$ cat config.mk
export PLATFORM = sky130hd
export DESIGN_NAME = jk_bank_ctrl
export DESIGN_NICKNAME = d
export VERILOG_FILES = /design/src/rtl/jkc_pkg.sv /design/src/rtl/jkc_jk_gen.sv /design/src/rtl/jk_bank_ctrl.sv
export SDC_FILE = /design/constraint.sdc
export NUM_CORES = 1
export LEC_CHECK = 0
export CAP_MARGIN = 20
export CORE_MARGIN = 5
export CORE_UTILIZATION = 55
export DETAILED_ROUTE_END_ITERATION = 7
export DONT_BUFFER_PORTS = 1
export PLACE_DENSITY = 0.79
export SYNTH_ARGS = -nofsm -noshare
export SYNTH_HDL_FRONTEND = slang
export SYNTH_HIERARCHICAL = 1
export SYNTH_SLANG_ARGS = --single-unit
$ cat constraint.sdc
create_clock -name clk -period 2.3 [get_ports clk]
set_input_delay 0.46 -clock clk [delete_from_list [all_inputs] [get_ports clk]]
set_output_delay 0.46 -clock clk [all_outputs]
set_load 0.03 [all_outputs]
$ cat src/rtl/jkc_pkg.sv
// Shared opcodes, FSM states and helpers for the JK bank controller.
// Imported by jkc_jk_gen and jk_bank_ctrl.
package jkc_pkg;

   localparam logic [2:0] OP_NOP         = 3'd0;
   localparam logic [2:0] OP_LOAD        = 3'd1;
   localparam logic [2:0] OP_CLEAR       = 3'd2;
   localparam logic [2:0] OP_SET_MASK    = 3'd3;
   localparam logic [2:0] OP_TOGGLE_MASK = 3'd4;
   localparam logic [2:0] OP_COUNT_UP    = 3'd5;
   localparam logic [2:0] OP_COUNT_DN    = 3'd6;
   localparam logic [2:0] OP_SHIFT_L     = 3'd7;

   typedef enum logic [1:0] {
      ST_IDLE = 2'd0,
      ST_EXEC = 2'd1,
      ST_DONE = 2'd2
   } state_t;

   // Ops whose duration comes from cmd_len.
   function automatic logic is_multi(input logic [2:0] op);
      return (op == OP_COUNT_UP) ||
             (op == OP_COUNT_DN) ||
             (op == OP_SHIFT_L);
   endfunction

endpackage

$ cat src/rtl/jkc_jk_gen.sv
// Combinational J/K pattern generator: (op, data, q, ser_in) -> (j, k).
// Ports: op, data[W], q[W], ser_in in; j[W], k[W] out.
module jkc_jk_gen
   import jkc_pkg::*;
#(
   parameter int W = 4
) (
   input  logic [2:0]   op,
   input  logic [W-1:0] data,
   input  logic [W-1:0] q,
   input  logic         ser_in,
   output logic [W-1:0] j,
   output logic [W-1:0] k
);

   // Toggle enables: bit i flips when all lower bits are 1 (up) or 0 (down).
   logic [W-1:0] up_t;
   logic [W-1:0] dn_t;
   logic [W-1:0] shl;

   always_comb begin
      logic cu;
      logic cd;
      cu = 1'b1;
      cd = 1'b1;
      up_t = '0;
      dn_t = '0;
      for (int i = 0; i < W; i++) begin
         up_t[i] = cu;
         dn_t[i] = cd;
         cu = cu & q[i];
         cd = cd & ~q[i];
      end
   end

   assign shl = {q[W-2:0], ser_in};

   always_comb begin
      j = '0;
      k = '0;
      unique case (op)
         OP_LOAD: begin
            j = data;
            k = ~data;
         end
         OP_CLEAR: begin
            j = '0;
            k = '1;
         end
         OP_SET_MASK: begin
            j = data;
            k = '0;
         end
         OP_TOGGLE_MASK: begin
            j = data;
            k = data;
         end
         OP_COUNT_UP: begin
            j = up_t;
            k = up_t;
         end
         OP_COUNT_DN: begin
            j = dn_t;
            k = dn_t;
         end
         OP_SHIFT_L: begin
            j = shl;
            k = ~shl;
         end
         default: begin
            j = '0;
            k = '0;
         end
      endcase
   end

endmodule

$ cat src/rtl/jk_bank_ctrl.sv
// Command sequencer for a W-bit JK flop bank (IDLE/EXEC/DONE FSM).
// Ports: clk, reset_n (async low); cmd_valid/ready/op/data/len handshake;
//   ser_in, abort, q_in in; j_out, k_out, busy, done, aborted out.
// Optional JKC_READBACK_EN adds rsp_data[W]/rsp_valid readback of q_in.
module jk_bank_ctrl
   import jkc_pkg::*;
#(
   parameter int W     = 4,
   parameter int LEN_W = 8
) (
   input  logic             clk,
   input  logic             reset_n,
   input  logic             cmd_valid,
   output logic             cmd_ready,
   input  logic [2:0]       cmd_op,
   input  logic [W-1:0]     cmd_data,
   input  logic [LEN_W-1:0] cmd_len,
   input  logic             ser_in,
   input  logic             abort,
   input  logic [W-1:0]     q_in,
   output logic [W-1:0]     j_out,
   output logic [W-1:0]     k_out,
   output logic             busy,
   output logic             done,
`ifdef JKC_READBACK_EN
   output logic [W-1:0]     rsp_data,
   output logic             rsp_valid,
`endif
   output logic             aborted
);

   localparam logic [LEN_W-1:0] ONE = LEN_W'(1);

   state_t           state_q;
   state_t           state_d;
   logic [2:0]       op_q;
   logic [W-1:0]     data_q;
   logic [LEN_W-1:0] cnt_q;
   logic             ab_q;
   logic [W-1:0]     gen_j;
   logic [W-1:0]     gen_k;
   logic             hs;

   jkc_jk_gen #(.W(W)) u_gen (
      .op     (op_q),
      .data   (data_q),
      .q      (q_in),
      .ser_in (ser_in),
      .j      (gen_j),
      .k      (gen_k)
   );

   assign hs = cmd_valid & cmd_ready;

   always_ff @(posedge clk or negedge reset_n) begin
      if (!reset_n) begin
         state_q <= ST_IDLE;
         op_q    <= OP_NOP;
         data_q  <= '0;
         cnt_q   <= '0;
         ab_q    <= 1'b0;
      end else begin
         state_q <= state_d;
         if (hs) begin
            op_q   <= cmd_op;
            data_q <= cmd_data;
            ab_q   <= 1'b0;
            if (is_multi(cmd_op) && cmd_len != '0)
               cnt_q <= cmd_len;
            else
               cnt_q <= ONE;
         end else if (state_q == ST_EXEC) begin
            cnt_q <= cnt_q - ONE;
            if (abort)
               ab_q <= 1'b1;
         end
      end
   end

   always_comb begin
      state_d   = state_q;
      cmd_ready = 1'b0;
      busy      = 1'b0;
      done      = 1'b0;
      aborted   = 1'b0;
      j_out     = '0;
      k_out     = '0;
      unique case (state_q)
         ST_IDLE: begin
            // Ready is gated by reset_n so it is low throughout reset.
            cmd_ready = reset_n;
            if (cmd_valid && reset_n)
               state_d = (cmd_op == OP_NOP) ? ST_DONE : ST_EXEC;
         end
         ST_EXEC: begin
            busy = 1'b1;
            if (abort) begin
               // Suppress this cycle's bank update, even on the last step.
               state_d = ST_DONE;
            end else begin
               j_out = gen_j;
               k_out = gen_k;
               if (cnt_q == ONE)
                  state_d = ST_DONE;
            end
         end
         ST_DONE: begin
            done    = 1'b1;
            aborted = ab_q;
            state_d = ST_IDLE;
         end
         default: state_d = ST_IDLE;
      endcase
   end

`ifdef JKC_READBACK_EN
   always_ff @(posedge clk or negedge reset_n) begin
      if (!reset_n) begin
         rsp_data  <= '0;
         rsp_valid <= 1'b0;
      end else begin
         rsp_valid <= (state_q == ST_DONE);
         if (state_q == ST_DONE)
            rsp_data <= q_in;
      end
   end
`endif

endmodule

### Word-level counts from Yosys, hierarchy flattened

Index checks and enable logic that the tools add are counted.

* $add $sub $neg: 1
* mux-type cells: 21
* bitwise logic cells: 10
* equality and inequality tests: 15
* reductions and logical operators: 12

Operator list (count)
* 8-bit two-way mux: 3
* 4-bit one-hot mux with 6 select lines: 1
* 3-bit equality test (second input constant): 7
* 4-bit two-way mux: 4
* 4-bit one-hot mux with 4 select lines: 1
* 8-bit by 1-bit equality test with 1-bit output (second input constant): 1
* 2-bit two-way mux: 4
* 4-bit inverter: 2
* 8-bit nonzero test: 1
* 8-bit by 1-bit subtractor with 8-bit output (second input constant): 1
* 1-bit two-way mux: 7
* 3-bit by 2-bit equality test with 1-bit output (second input constant): 2
* 1-bit AND: 5
* 2-bit one-hot mux with 2 select lines: 1
* 2-bit AND reduction: 2
* 2-bit nonzero test: 2
* 3-bit by 1-bit equality test with 1-bit output (second input constant): 1
* 3-bit zero test: 1
* 3-bit by 2-bit != test with 1-bit output (second input constant): 1
* 1-bit inverter: 3
* 3-bit OR reduction: 1
* 2-bit by 1-bit equality test with 1-bit output (second input constant): 1
* 2-bit equality test (second input constant): 1
* 1-bit logical AND: 2
* other kinds (3): 4

* logic and storage cells: 64
* register bits: 18
* input port bits: 24
* output and inout bits: 12

### Logic depth before layout (Yosys ltp)

* word-level depth: 6
* mapped depth: 6
* gate-level depth less buffers: 6

### Modules after synthesis

The synthesis kept the hierarchy.

Modules (own cells, without submodules)
* jk_bank_ctrl: area each 988.4 µm², instances 1, sequential area each 450.4 µm², cells each 108
* jkc_jk_gen: area each 337.8 µm², instances 1, sequential area each 0.0 µm², cells each 53

### Least setup slack after synthesis

OpenSTA, ideal clock, no wires.

* path kind: register to output
* start: register state_q[0]
* end: output j_out[0]
* buffers on the path: 1
* slack: 216 ps
* stages on the path, launching flop included: 5
* arrival time: 1624 ps
* data required time: 1840 ps
* path through: dfrtp_1 nor2b_1 clkbuf_1 nor2b_1 and2_1

* cells in the longest elaborated chain, start to end: 2

Ends and longest elaborated chain
* from (decl): line jk_bank_ctrl.sv:34 `state_t state_q;`
* from (signal assigned): line jk_bank_ctrl.sv:63 `state_q <= state_d;`
* 2-bit by 1-bit equality test with 1-bit output: line jk_bank_ctrl.sv:88 `unique case (state_q)`
* 4-bit two-way mux: line jk_bank_ctrl.sv:88
* to (decl): line jk_bank_ctrl.sv:21 `output logic [W-1:0] j_out,`

Every way passes these cells.

### Worst setup path in the final report

* start: register op_q[1]
* end: output j_out[1]

* cells in the longest elaborated chain, start to end: 5
* elaborated cells between the ends (all ways): 10
* those cells by class: 6 x eq/ne; 3 x mux; 1 x reduce/logical

Ends and longest elaborated chain
* from (decl): line jk_bank_ctrl.sv:36 `logic [2:0] op_q;`
* from (signal assigned): line jk_bank_ctrl.sv:65 `op_q <= cmd_op;`
* 3-bit by 2-bit equality test with 1-bit output (tied with other cells): line jkc_jk_gen.sv:41 `unique case (op)`
* 3-bit OR reduction (no source line)
* 4-bit one-hot mux with 4 select lines (*): line jkc_jk_gen.sv:41
* via gen_j[1]: line jk_bank_ctrl.sv:40 `logic [W-1:0] gen_j;`
* 4-bit two-way mux (*): line jk_bank_ctrl.sv:97 `if (abort) begin`
* 4-bit two-way mux (*): line jk_bank_ctrl.sv:88

The timed path passes the listed nets; every way through them passes the cells marked *.

==> summary.txt <==
Cells and area
  – Layout cell share with drive strength beyond 1: 0.199
  – Final design area excluding fillers: 1530 sq um
  – # diodes: 0
  – Area Overhead vs Synth: 15.5%
  – Nets@finish: roughly 200
  – Final Non-Filler Cells: 204

Global routing
  – Gr usage total: 0.202
  – Vias in the first global route: 1258
  – Largest net degree at the start of global routing: 19
  – GRT overflow: 0
  – First-pass GRT wire length: 5450 um
  – Initial antenna violation count: 0

Timing
  – Final hold vios: 0
  – Setup Skew: about 6.5 ps
  – Peak Freq: ~0.45 GHz
  – Finish-stage setup viols: 0
  – Slew headroom: 0.472
  – Max-slew violation count: 0
  – RSZ-0062 raised after global routing: true
  – Fin crit share: 0.961
  – Setup_tns: 0 ps
  – Worst Tran Pin Value: 790 ps
  – Min Tclk post-route: 2210 ps

Clocking
  – Clock slew at reported path FFs: roughly 100 ps
  – Total clock buffers created by CTS: 3
  – H-tree depth: 1
  – Clock Root Buffer: clkbuf_4
  – Clock latency on the worst-skew pair: about 300 ps
  – Maximum clock insertion buffer count: 2
  – Sinks on the clock net: 18
  – CTS tree: done

Logic synthesis
  – Synth top cells by count: 31 x nand2_1, 18 x dfrtp_1, 10 x and2_1
  – Main synth FF type: dfrtp_1
  – EDFF count, synth: 0
  – Leading area contributor after synthesis: dfrtp_1
  – Syn Inst Count: 161
  – Mapped Nets: around 190
  – Top cell type's share of synthesized area: 0.340
  – YS warnings: 6
  – Cell area after synthesis: 1330 sq um
  – Cell variety after synth: 46
  – Most numerous cell in the Yosys netlist: nand2_1
  – Synth async-reset ratio: 1.00
  – Synth area leaders: dfrtp_1 34%, nand2_1 8.8%, and2_1 4.7%
  – #FFs+latches synth: 18
  – Mean Syn Cell Area: 8.24 sq um
  – Sequential area share after synthesis: 0.340

Placed design
  – PortBufs: 0
  – Placed cells: 197
  – Routability cong.: between 0.8 and 0.9
  – Area after DPL: roughly 1400 sq um
  – Dpl hpwl: 2440 um

Pwr
  – Leakage power: roughly 0.00067 uW
  – Sw Share: 0.429
  – Internal power: between 900 and 1000 uW
  – Peak supply drop: 737 uV
  – Gate power share: 0.519
  – Clock power share: 0.113
  – Sequential Power Share: 0.369
  – Pwr per Cell Area: 1130 nW/um^2
  – Switch Pwr: 741 uW
  – Final Total Pwr: 1730 uW

Routing
  – Via count: 1226
  – Residual DRC count: 0
  – Routed len/inst: between 15 and 20 um
  – Via-per-instance ratio: 6.01
  – Post-DRT Antenna Nets: 0
  – Final wirelength: between 3000 and 4000 um
  – DR pass1 iterations: 4
  – Iter 0 DRT Violations: 46

Min path
  – Worst min-delay path class: input pin to flip-flop
  – Hold EP: data_q[1]
  – Min-delay src: cmd_data[1]
  – WHS Path Cells: 2

Setup path
  – R2r setup slk: 690 ps
  – WP data required: between 1500 and 2000 ps
  – CP Launch Type: flip-flop
  – CP cell instances: nor2b_2 > a221o_1 > a22o_1 > and2_1 > buf_4
  – Slowest CP cell: dfrtp_2
  – R2r worst-path depth: 4
  – Critical path capture point type: output pin
  – CP max FO: 7
  – Critical Path AT: ~1800 ps
  – Critical path class: flip-flop to output pin
  – R2R Path Start: cnt_q[4]
  – Max stage delay on crit path: around 460 ps
  – Critical R2R Capture: state_q[1]

Flow run
  – Max-cap violations: 0

Die
  – IO Count: 36
  – Num rows: 17
  – Chip Width: 59.1 um
  – Chip height: 59.1 um
  – Core region area: 2250 sq um
  – Die area: 3490 sq um
  – Starting Density: 0.588

Run status
  – Status: finished, final reports clean
[layout by cell type, fill, tap and decap left out, types with 2 or more instances in the layout]
cell type / synthesis / final
nand3_1: 3 / 3
inv_1: 3 / 3
nor2b_2: 0 / 3
nor2b_1: 5 / 2
nand3b_1: 2 / 2
dfrtp_2: 0 / 3
o32a_1: 2 / 2
a211oi_1: 2 / 2
nand2b_1: 6 / 6
nor2_1: 8 / 8
clkbuf_4: 0 / 3
buf_6: 0 / 4
xnor2_1: 4 / 4
buf_4: 1 / 14
a21oi_1: 8 / 8
nor3b_1: 4 / 4
o21ai_0: 6 / 6
o22ai_1: 2 / 2
ha_1: 2 / 2
xor2_1: 2 / 2
a22o_1: 2 / 2
or3b_1: 2 / 2
and2_1: 10 / 10
o21ai_1: 3 / 3
nor3_1: 7 / 7
nand2_1: 31 / 31
dfrtp_1: 18 / 15
[worst max-delay path by stage]
stage | from | to | cells past startpoint
floorplan | state_q[0] | j_out[0] | 4
global placement | op_q[0] | k_out[3] | 6
detailed placement | op_q[0] | j_out[3] | 6
CTS | op_q[1] | j_out[3] | 6
global route | op_q[1] | k_out[3] | 6
finish | op_q[1] | j_out[1] | 5
[power by group through the flow]
stage / Clock [uW] / Sequential [uW] / Combinational [uW]
floorplan: 0 / 593 / 683
global placement: 0 / 638 / 784
detailed placement: 0 / 654 / 823
CTS: 203 / 633 / 861
global route: 227 / 669 / 1000
finish: 195 / 638 / 897
[metal layers]
layer | vias to the layer above | share of wire | GRT usage | wire length, um
met5 | - | 0 | 0 | 0
met4 | 0 | 0.017 | 0.0647 | 54
met3 | 9 | 0.087 | 0.0763 | 278
met2 | 45 | 0.47 | 0.326 | 1510
met1 | 572 | 0.42 | 0.249 | 1360
li1 | 600 | - | - | -
[worst max-delay path, delay by kind of cell (launching register included)]
kind / cells / cell delay (ps)
flops: 1 / 460
simple gates: 2 / 320
buf+inv: 1 / 160
compound gates: 2 / 510
[flip-flops by register name (all words and copies together), names as in the netlist]
register and count:
ab_q 1, cnt_q 8, data_q 4, op_q 3, state_q 2
[timing repair]
| item | 4_1_cts | 5_1_grt |
|---|---|---|
| setup endpoints to repair | 2 | 8 |
| buffers inserted | 1 | 1 |
| resized for setup | 1 | 9 |
| endpoints found under the hold margin | 18 | 0 |
| pin swaps | 0 | 1 |
| hold buffers | 1 | 0 |
| cloned | 0 | 0 |
[through the flow]
step	hold slack, ps	setup slack [ps]	utilization
2_1_floorplan	164	216	-
3_3_place_gp	165	314	0.640
3_5_place_dp	165	279	0.640
4_1_cts	249	27.4	0.665
5_1_grt	247	-16.9	0.679
6_report	258	90.0	0.679
[cell type report]
| cell class | instances | area, sq um |
|---|---|---|
| timing repair buffer | 19 | 160 |
| multi-input combinational | 132 | 835 |
| inverter | 3 | 11.3 |
| sequential | 18 | 454 |
| fill | 201 | 723 |
| clock buffer | 4 | 36.3 |
| tap | 28 | 35.0 |
[kinds of logic after synthesis]
group | share of synthesized area
AOI/OAI and AO/OA | 0.175
xor gates and xnor gates | 0.0396
adders and majority gates | 0.0189
buffers and inverters | 0.0368
DFF | 0.340
muxes | 0.00755
and+or+nand+nor | 0.383
(Power assumes the default switching activity.)
